--- src/rtl/uart_pkg.sv ---
// Shared definitions for the memory-mapped UART: register offsets, STATUS bit
// positions, TX/RX state encodings and the divisor floor.
package uart_pkg;

  localparam logic [1:0] REG_DATA   = 2'd0;
  localparam logic [1:0] REG_STATUS = 2'd1;
  localparam logic [1:0] REG_DIV    = 2'd2;

  localparam int ST_TX_BUSY    = 0;
  localparam int ST_TX_FULL    = 1;
  localparam int ST_RX_VALID   = 2;
  localparam int ST_RX_OVERRUN = 3;
  localparam int ST_FRAME_ERR  = 4;

  localparam logic [15:0] MIN_DIV = 16'd4;

  typedef enum logic [1:0] {TX_IDLE, TX_START, TX_DATA, TX_STOP} tx_state_t;
  typedef enum logic [1:0] {RX_IDLE, RX_START, RX_DATA, RX_STOP} rx_state_t;

endpackage

--- src/rtl/uart_fifo.sv ---
// Byte-wide synchronous FIFO, DEPTH a power of two; pop data is the registered head.
// Latency 1 cycle push-to-visible; push while full is ignored unless a pop frees a slot.
module uart_fifo #(
  parameter int DEPTH = 4
) (
  input  logic       clk,
  input  logic       rst_n,
  input  logic       push,
  input  logic [7:0] push_dat,
  input  logic       pop,
  output logic [7:0] pop_dat,
  output logic       full,
  output logic       empty
);

  localparam int AW = $clog2(DEPTH);

  logic [7:0]  mem_q [DEPTH];
  logic [7:0]  mem_d [DEPTH];
  logic [AW-1:0] wr_q, wr_d, rd_q, rd_d;
  logic [AW:0]   cnt_q, cnt_d;
  logic          do_push, do_pop;

  assign full    = (cnt_q == (AW+1)'(DEPTH));
  assign empty   = (cnt_q == '0);
  assign pop_dat = mem_q[rd_q];
  assign do_pop  = pop && !empty;
  assign do_push = push && (!full || do_pop);

  always_comb begin
    mem_d = mem_q;
    wr_d  = wr_q;
    rd_d  = rd_q;
    if (do_push) begin
      mem_d[wr_q] = push_dat;
      wr_d        = wr_q + 1'b1;
    end
    if (do_pop) begin
      rd_d = rd_q + 1'b1;
    end
    cnt_d = cnt_q + {{AW{1'b0}}, do_push} - {{AW{1'b0}}, do_pop};
  end

  always_ff @(posedge clk or negedge rst_n) begin
    if (!rst_n) begin
      mem_q <= '{default: '0};
      wr_q  <= '0;
      rd_q  <= '0;
      cnt_q <= '0;
    end else begin
      mem_q <= mem_d;
      wr_q  <= wr_d;
      rd_q  <= rd_d;
      cnt_q <= cnt_d;
    end
  end

endmodule

--- src/rtl/uart_mmio.sv ---
// 8N1 UART on the picorv32 native bus: one-byte TX holding register, RX FIFO, STATUS/DIV regs.
// Every access completes with a one-cycle ready the cycle after cs; a TX write while full is dropped.
module uart_mmio
  import uart_pkg::*;
#(
  parameter int DEFAULT_DIV = 217,
  parameter int RX_DEPTH    = 4
) (
  input  logic        clk,
  input  logic        rst_n,
  input  logic        cs,
  input  logic [3:0]  we,
  input  logic [1:0]  addr,
  input  logic [31:0] wdata,
  output logic [31:0] rdata,
  output logic        ready,
  input  logic        rxd,
  output logic        txd
);

  logic        ready_q, ready_d;
  logic [31:0] rdata_q, rdata_d;
  logic        rd_pop_q, rd_pop_d;
  logic [15:0] div_q, div_d, div_new;
  logic        overrun_q, overrun_d, frame_q, frame_d;
  logic        hold_full_q, hold_full_d;
  logic [7:0]  hold_q, hold_d;

  tx_state_t   tx_state_q, tx_state_d;
  logic [15:0] tx_cnt_q, tx_cnt_d, tx_div_q, tx_div_d;
  logic [2:0]  tx_bit_q, tx_bit_d;
  logic [7:0]  tx_shift_q, tx_shift_d;
  logic        txd_q, txd_d, tx_take;

  logic        rx_sync1_q, rx_sync1_d, rx_sync2_q, rx_sync2_d, rx_prev_q, rx_prev_d;
  rx_state_t   rx_state_q, rx_state_d;
  logic [15:0] rx_cnt_q, rx_cnt_d, rx_div_q, rx_div_d;
  logic [2:0]  rx_bit_q, rx_bit_d;
  logic [7:0]  rx_shift_q, rx_shift_d;
  logic        rx_overrun_set, rx_frame_set;

  logic        acc, hold_wr, status_wr, div_wr;
  logic        fifo_push, fifo_pop, fifo_full, fifo_empty;
  logic [7:0]  fifo_dat;
  logic [31:0] status_rd;
  logic        unused_bits;

  assign unused_bits = ^wdata[31:16];
  assign ready = ready_q;
  assign rdata = rdata_q;
  assign txd   = txd_q;

  // Register side effects land in the ready cycle, so each access acts exactly once.
  assign acc       = cs && ready_q;
  assign hold_wr   = acc && (addr == REG_DATA) && we[0] && !hold_full_q;
  assign status_wr = acc && (addr == REG_STATUS) && we[0];
  assign div_wr    = acc && (addr == REG_DIV) && (|we[1:0]);
  assign fifo_pop  = acc && rd_pop_q;

  uart_fifo #(.DEPTH(RX_DEPTH)) u_rx_fifo (
    .clk      (clk),
    .rst_n    (rst_n),
    .push     (fifo_push),
    .push_dat (rx_shift_q),
    .pop      (fifo_pop),
    .pop_dat  (fifo_dat),
    .full     (fifo_full),
    .empty    (fifo_empty)
  );

  always_comb begin
    status_rd                = '0;
    status_rd[ST_TX_BUSY]    = (tx_state_q != TX_IDLE);
    status_rd[ST_TX_FULL]    = hold_full_q;
    status_rd[ST_RX_VALID]   = !fifo_empty;
    status_rd[ST_RX_OVERRUN] = overrun_q;
    status_rd[ST_FRAME_ERR]  = frame_q;

    ready_d  = cs && !ready_q;
    rdata_d  = rdata_q;
    rd_pop_d = rd_pop_q;
    // Read data and the pop decision are captured together so the popped byte is the one returned.
    if (cs && !ready_q) begin
      rd_pop_d = 1'b0;
      case (addr)
        REG_DATA: begin
          rdata_d  = fifo_empty ? 32'hFFFF_FFFF : {24'h0, fifo_dat};
          rd_pop_d = !fifo_empty && (we == 4'b0000);
        end
        REG_STATUS: rdata_d = status_rd;
        REG_DIV:    rdata_d = {16'h0, div_q};
        default:    rdata_d = 32'h0;
      endcase
    end

    div_new = {we[1] ? wdata[15:8] : div_q[15:8], we[0] ? wdata[7:0] : div_q[7:0]};
    div_d   = div_q;
    if (div_wr) begin
      div_d = (div_new < MIN_DIV) ? MIN_DIV : div_new;
    end

    overrun_d = overrun_q;
    frame_d   = frame_q;
    if (status_wr && wdata[ST_RX_OVERRUN]) overrun_d = 1'b0;
    if (status_wr && wdata[ST_FRAME_ERR])  frame_d   = 1'b0;
    if (rx_overrun_set) overrun_d = 1'b1;
    if (rx_frame_set)   frame_d   = 1'b1;
  end

  always_comb begin
    tx_state_d  = tx_state_q;
    tx_cnt_d    = tx_cnt_q;
    tx_div_d    = tx_div_q;
    tx_bit_d    = tx_bit_q;
    tx_shift_d  = tx_shift_q;
    tx_take     = 1'b0;
    hold_full_d = hold_full_q;
    hold_d      = hold_q;
    case (tx_state_q)
      TX_IDLE: tx_take = hold_full_q;
      TX_START: begin
        if (tx_cnt_q == tx_div_q - 16'd1) begin
          tx_state_d = TX_DATA;
          tx_cnt_d   = '0;
          tx_bit_d   = '0;
        end else begin
          tx_cnt_d = tx_cnt_q + 16'd1;
        end
      end
      TX_DATA: begin
        if (tx_cnt_q == tx_div_q - 16'd1) begin
          tx_cnt_d   = '0;
          tx_shift_d = {1'b0, tx_shift_q[7:1]};
          tx_bit_d   = tx_bit_q + 3'd1;
          if (tx_bit_q == 3'd7) tx_state_d = TX_STOP;
        end else begin
          tx_cnt_d = tx_cnt_q + 16'd1;
        end
      end
      default: begin
        if (tx_cnt_q == tx_div_q - 16'd1) begin
          tx_take    = hold_full_q;
          tx_state_d = TX_IDLE;
        end else begin
          tx_cnt_d = tx_cnt_q + 16'd1;
        end
      end
    endcase
    // Loading straight from STOP keeps back-to-back frames gapless.
    if (tx_take) begin
      tx_state_d  = TX_START;
      tx_cnt_d    = '0;
      tx_div_d    = div_q;
      tx_shift_d  = hold_q;
      hold_full_d = 1'b0;
    end
    if (hold_wr) begin
      hold_full_d = 1'b1;
      hold_d      = wdata[7:0];
    end
    case (tx_state_d)
      TX_START: txd_d = 1'b0;
      TX_DATA:  txd_d = tx_shift_d[0];
      default:  txd_d = 1'b1;
    endcase
  end

  always_comb begin
    rx_sync1_d     = rxd;
    rx_sync2_d     = rx_sync1_q;
    rx_prev_d      = rx_sync2_q;
    rx_state_d     = rx_state_q;
    rx_cnt_d       = rx_cnt_q + 16'd1;
    rx_div_d       = rx_div_q;
    rx_bit_d       = rx_bit_q;
    rx_shift_d     = rx_shift_q;
    fifo_push      = 1'b0;
    rx_overrun_set = 1'b0;
    rx_frame_set   = 1'b0;
    case (rx_state_q)
      RX_IDLE: begin
        rx_cnt_d = '0;
        if (rx_prev_q && !rx_sync2_q) begin
          rx_state_d = RX_START;
          rx_div_d   = div_q;
        end
      end
      RX_START: begin
        if (rx_cnt_q == (rx_div_q >> 1) - 16'd1) begin
          rx_cnt_d   = '0;
          rx_bit_d   = '0;
          rx_state_d = rx_sync2_q ? RX_IDLE : RX_DATA;
        end
      end
      RX_DATA: begin
        if (rx_cnt_q == rx_div_q - 16'd1) begin
          rx_cnt_d   = '0;
          rx_shift_d = {rx_sync2_q, rx_shift_q[7:1]};
          rx_bit_d   = rx_bit_q + 3'd1;
          if (rx_bit_q == 3'd7) rx_state_d = RX_STOP;
        end
      end
      default: begin
        if (rx_cnt_q == rx_div_q - 16'd1) begin
          rx_state_d     = RX_IDLE;
          fifo_push      = rx_sync2_q && !fifo_full;
          rx_overrun_set = rx_sync2_q && fifo_full;
          rx_frame_set   = !rx_sync2_q;
        end
      end
    endcase
  end

  always_ff @(posedge clk or negedge rst_n) begin
    if (!rst_n) begin
      ready_q     <= 1'b0;
      rdata_q     <= '0;
      rd_pop_q    <= 1'b0;
      div_q       <= 16'(DEFAULT_DIV);
      overrun_q   <= 1'b0;
      frame_q     <= 1'b0;
      hold_full_q <= 1'b0;
      hold_q      <= '0;
      tx_state_q  <= TX_IDLE;
      tx_cnt_q    <= '0;
      tx_div_q    <= 16'(DEFAULT_DIV);
      tx_bit_q    <= '0;
      tx_shift_q  <= '0;
      txd_q       <= 1'b1;
      rx_sync1_q  <= 1'b1;
      rx_sync2_q  <= 1'b1;
      rx_prev_q   <= 1'b1;
      rx_state_q  <= RX_IDLE;
      rx_cnt_q    <= '0;
      rx_div_q    <= 16'(DEFAULT_DIV);
      rx_bit_q    <= '0;
      rx_shift_q  <= '0;
    end else begin
      ready_q     <= ready_d;
      rdata_q     <= rdata_d;
      rd_pop_q    <= rd_pop_d;
      div_q       <= div_d;
      overrun_q   <= overrun_d;
      frame_q     <= frame_d;
      hold_full_q <= hold_full_d;
      hold_q      <= hold_d;
      tx_state_q  <= tx_state_d;
      tx_cnt_q    <= tx_cnt_d;
      tx_div_q    <= tx_div_d;
      tx_bit_q    <= tx_bit_d;
      tx_shift_q  <= tx_shift_d;
      txd_q       <= txd_d;
      rx_sync1_q  <= rx_sync1_d;
      rx_sync2_q  <= rx_sync2_d;
      rx_prev_q   <= rx_prev_d;
      rx_state_q  <= rx_state_d;
      rx_cnt_q    <= rx_cnt_d;
      rx_div_q    <= rx_div_d;
      rx_bit_q    <= rx_bit_d;
      rx_shift_q  <= rx_shift_d;
    end
  end

endmodule

--- config.mk ---
export PLATFORM = sky130hd
export DESIGN_NAME = uart_mmio
export DESIGN_NICKNAME = d
export VERILOG_FILES = /design/src/rtl/uart_pkg.sv /design/src/rtl/uart_fifo.sv /design/src/rtl/uart_mmio.sv
export SDC_FILE = /design/constraint.sdc
export NUM_CORES = 1
export LEC_CHECK = 0
export CAP_MARGIN = 20
export CORE_MARGIN = 8
export CORE_UTILIZATION = 30
export CTS_CLUSTER_SIZE = 12
export DETAILED_ROUTE_END_ITERATION = 6
export GPL_TIMING_DRIVEN = 0
export PLACE_DENSITY_LB_ADDON = 0.05
export SYNTH_ARGS = -nofsm -noshare
export SYNTH_HDL_FRONTEND = slang
export SYNTH_SLANG_ARGS = --single-unit
--- constraint.sdc ---
create_clock -name clk -period 4.1 [get_ports clk]
set_clock_uncertainty 0.1 [all_clocks]
set_input_delay 0.82 -clock clk [delete_from_list [all_inputs] [get_ports clk]]
set_output_delay 0.82 -clock clk [all_outputs]
set_load 0.05 [all_outputs]
==> results.txt <==
- The flow ran to the end, and the final reports show no timing, DRC or antenna violations.
* Biggest area contributors in the synthesized netlist: dfrtp_1 (40%), mux2_2 (10%), dfstp_2 (5.0%)
- The floorplan step set the die height to 198 µm.
- Number of fillers in the final layout: 3318
- Number of placed instances with taps included: 1451
- Counting distinct cell types in the post-synthesis netlist gives 80.
- Post-detailed-route wirelength per cell: 18.7 µm
* Max-cap viol count: 0
- In the finished design, the share of the clock period the worst path needs comes to 0.946.
- IR analysis of the VDD net gives a maximum drop of 0.289 mV.
- Die Footprint: 39200 µm²
- Final nets: 1093
- The number of buffers and inverters on the critical path is 3.
- Share of synthesized area occupied by flip-flops and latches: 0.453
- The slowest stage of the critical path is the or4_1 cell.
- Final cell count without fillers: 1485
* Num CTS Buffers: 17
- From left edge to right edge, the die measures 198 µm.
- Gr usage total: 0.148
* Detailed-router iteration count before antenna repair: 4
- Walking the worst path, the cells encountered are inv_1 > ha_1 > or4b_1 > buf_2 > or4_1 > a32o_1 > a21oi_2 > a21oi_2 > a41oi_2 > buf_2 > mux2_2.
- Critical Path Sink Type: register
* Post-synth EDFFs: 0
* Gate Count Post-Synth: 952
- Entering global routing, the biggest net connects 104 pins.
- Final setup violation count: 0
- Once layout is complete, the utilization of the core stands at 0.361.
- Derived from the worst setup path, the maximum achievable clock frequency is 258 MHz.
- The H-tree was split into 4 levels.
- Effective utilization at floorplan: 0.305
- Clock transition at path regs: 70 ps
- In this run the worst path has a maximum fanout of 10.
* Slowest cell delay on critical path: 470 ps
- Fraction of layout instances using a drive strength above 1: 0.193
- For this design the ratio of total power to cell area is 592 nW/µm².
- The congestion estimate from routability-driven global placement came to 0.777.
- The number of nets in the synthesized netlist is 1015.
* Via count of the first global-routing pass: 7367
* Layout Area Growth over Synthesis: 18.3%
* Worst-case headroom to the max-slew limit: 0.437
- The Yosys step of the flow raised 0 warnings.
- Clock insertion delay at the later pin of the skew report: 460 ps
- The detail route stage leaves a number of antenna-violating nets equal to 0.
- The max-slew violation count is 0.
* # diodes: 0
* IO buf count: 56
- In this design, the largest share of critical-path delay is due to compound AO/OA/AOI/OAI gates.
- Num Clock Sinks: 179
- Post-synthesis cell area: 9930 µm²
- The worst setup path is launched from a register.
* Post-synthesis async set-or-reset flop share: 1.00
- The first global-routing pass estimated 44900 µm of wire.
- Worst hold path type: register to register
- The clock passes through at most 2 buffers.
- During I/O placement, the number of pins put on the boundary was 76.
- The worst setup path is of the register to register kind.
- Leakage power: 4.99 nW
* Core ar.: 32500 µm²
- Critical path data required time: 4330 ps
- Summed over all nets, the half-perimeter wirelength after detailed placement is 20200 µm.
- In the post-route analysis, the smallest setup slack over all paths is 222 ps.
* Final hold violation count: 0
- Congestion Overflow GR: 0
* Root cell of the clock tree: clkbuf_16
- Setup repair after global routing left no endpoint under its margin.
- Post-route minimum period: 3880 ps
* Via density: 4.99
- Transition time at the pin with the least slew margin: 844 ps
- Vias post-DR: 7408
* Initial drt markers: 398
- The initial antenna violation count was 0.
* Worst slack at placement: -288 ps
* Core Rows: 66
* Mean instance size in the synthesized netlist: 10.4 µm²
- TritonCTS built the clock tree.
- Count of hold buffers inserted by post-cts repair: 0
- Post-Route Setup TNS: 0 ps
* DR DRC count: 0
* Most used DFF post-synth: dfrtp_1
* Detailed-route wire length: 27800 µm
* Library cell occupying the most area in the post-synthesis netlist: dfrtp_1
- The share of synthesized area in the top cell type comes to 0.403.
- At the worst endpoint, the arrival time is 4110 ps.
* Number of register bits inferred by synthesis: 179
## layout make-up
class	count	area [µm²]	share of cell area
plain buffers	66	325	0.0277
clock buffers	19	443	0.0377
clock inverters	13	164	0.0139
inverters	30	113	0.00958
multi-input cells	677	5040	0.429
flip-flops and latches	179	4500	0.383
well taps	442	553	0.0471
repair buffers	59	608	0.0517
## registers in the layout, summed over array words and instances, names as in the netlist, 2 cells and up
register	flops
div_q	16
tx_div_q	16
hold_q	8
u_rx_fifo.wr_q	2
tx_state_q	2
u_rx_fifo.mem_q	32
rx_bit_q	3
rx_div_q	16
rdata	17
tx_bit_q	3
tx_cnt_q	16
tx_shift_q	8
rx_cnt_q	16
rx_shift_q	8
rx_state_q	2
u_rx_fifo.cnt_q	3
u_rx_fifo.rd_q	2
## final timing paths
path,startpoint,end,slack (ps),cells after the start
worst max-delay path,tx_div_q[1],tx_shift_q[0],220,11
worst min-delay path,rx_sync1_q,rx_prev_d,260,0
worst max register to register,tx_div_q[1],tx_shift_q[0],220,11
worst min register to register,rx_sync1_q,rx_prev_d,260,0
max in group asynchronous,rst_n,rx_prev_d,2660,2
min in group asynchronous,rst_n,tx_cnt_q[10],270,1
## worst register-to-register path, cell delays in order (launching register included)
cell	delay (ps)
dfrtp_1	440
inv_1	80
ha_1	210
or4b_1	440
buf_2	180
or4_1	470
a32o_1	270
a21oi_2	260
a21oi_2	130
a41oi_2	410
buf_2	390
mux2_2	380
## stage by stage
step	power, mW	cell area, µm²	hold slack [ps]
floorplan	4.43	9930	245
global placement	5.20	11000	247
detailed placement	5.22	11100	253
CTS	7.00	11700	263
global route	7.48	11800	265
finish	6.96	11800	262
## power breakdown
group | switching [mW] | internal, mW | leakage [nW]
Sequential | 0.369 | 2.14 | 2.33
Combinational | 1.60 | 1.13 | 2.37
Clock | 0.790 | 0.936 | 0.295
Total | 2.76 | 4.20 | 4.99
## routing by layer
metal / vias to the layer above / routed length [µm] / global-route usage
li1: 3607 / - / -
met1: 3684 / 14600 / 0.217
met2: 103 / 12000 / 0.218
met3: 14 / 850 / 0.0236
met4: 0 / 350 / 0.0462
met5: - / 0 / 0
## timing repair
item / 4_1_cts / 5_1_grt
endpoints found under the setup margin: 43 / 55
pin swaps: 1 / 0
resized for setup: 4 / 10
setup buffers: 2 / 0
## cell usage after synthesis (all sizes together), types with 8 or more instances
| master | instances |
|---|---|
| mux4 | 8 |
| nand2b | 12 |
| ha | 20 |
| or3 | 17 |
| xnor2 | 39 |
| nor2 | 58 |
| buf | 26 |
| mux2i | 14 |
| nor3 | 16 |
| or4 | 19 |
| nor4 | 10 |
| a21oi | 45 |
| mux2 | 94 |
| nor2b | 12 |
| dfrtp | 160 |
| nand3 | 26 |
| inv | 29 |
| nand2 | 74 |
| clkbuf | 40 |
| xor2 | 27 |
| nand4 | 16 |
| o31ai | 18 |
| o21ai | 45 |
| dfstp | 19 |
## layout by cell type, fill, tap and decap left out, drive strengths merged, types with 12 or more instances in the layout
cell           netlist  final
or4                 19     19
o31ai               18     18
dfrtp              160    160
nor2b               12     12
nand3               26     26
dfstp               19     19
ha                  20     20
mux2                94     94
or3                 17     17
nand2b              12     12
mux2i               14     14
clkbuf              40     59
clkdlybuf4s50        0     55
nand4               16     16
buf                 26     30
xor2                27     27
a21oi               45     45
nand2               74     74
nor3                16     16
nor2                58     58
o21ai               45     45
inv                 29     34
xnor2               39     39
## cell families after synthesis
| group | after synthesis | synth area share |
|---|---|---|
| AO/OA/AOI/OAI | 176 | 0.118 |
| buffers and inverters | 96 | 0.0437 |
| multiplexers | 116 | 0.140 |
| flip-flops | 179 | 0.453 |
| AND/OR/NAND/NOR | 298 | 0.160 |
| XOR/XNOR | 66 | 0.0582 |
| adder cells (fa/ha/maj) | 21 | 0.0272 |
(Power assumes the default switching activity.)
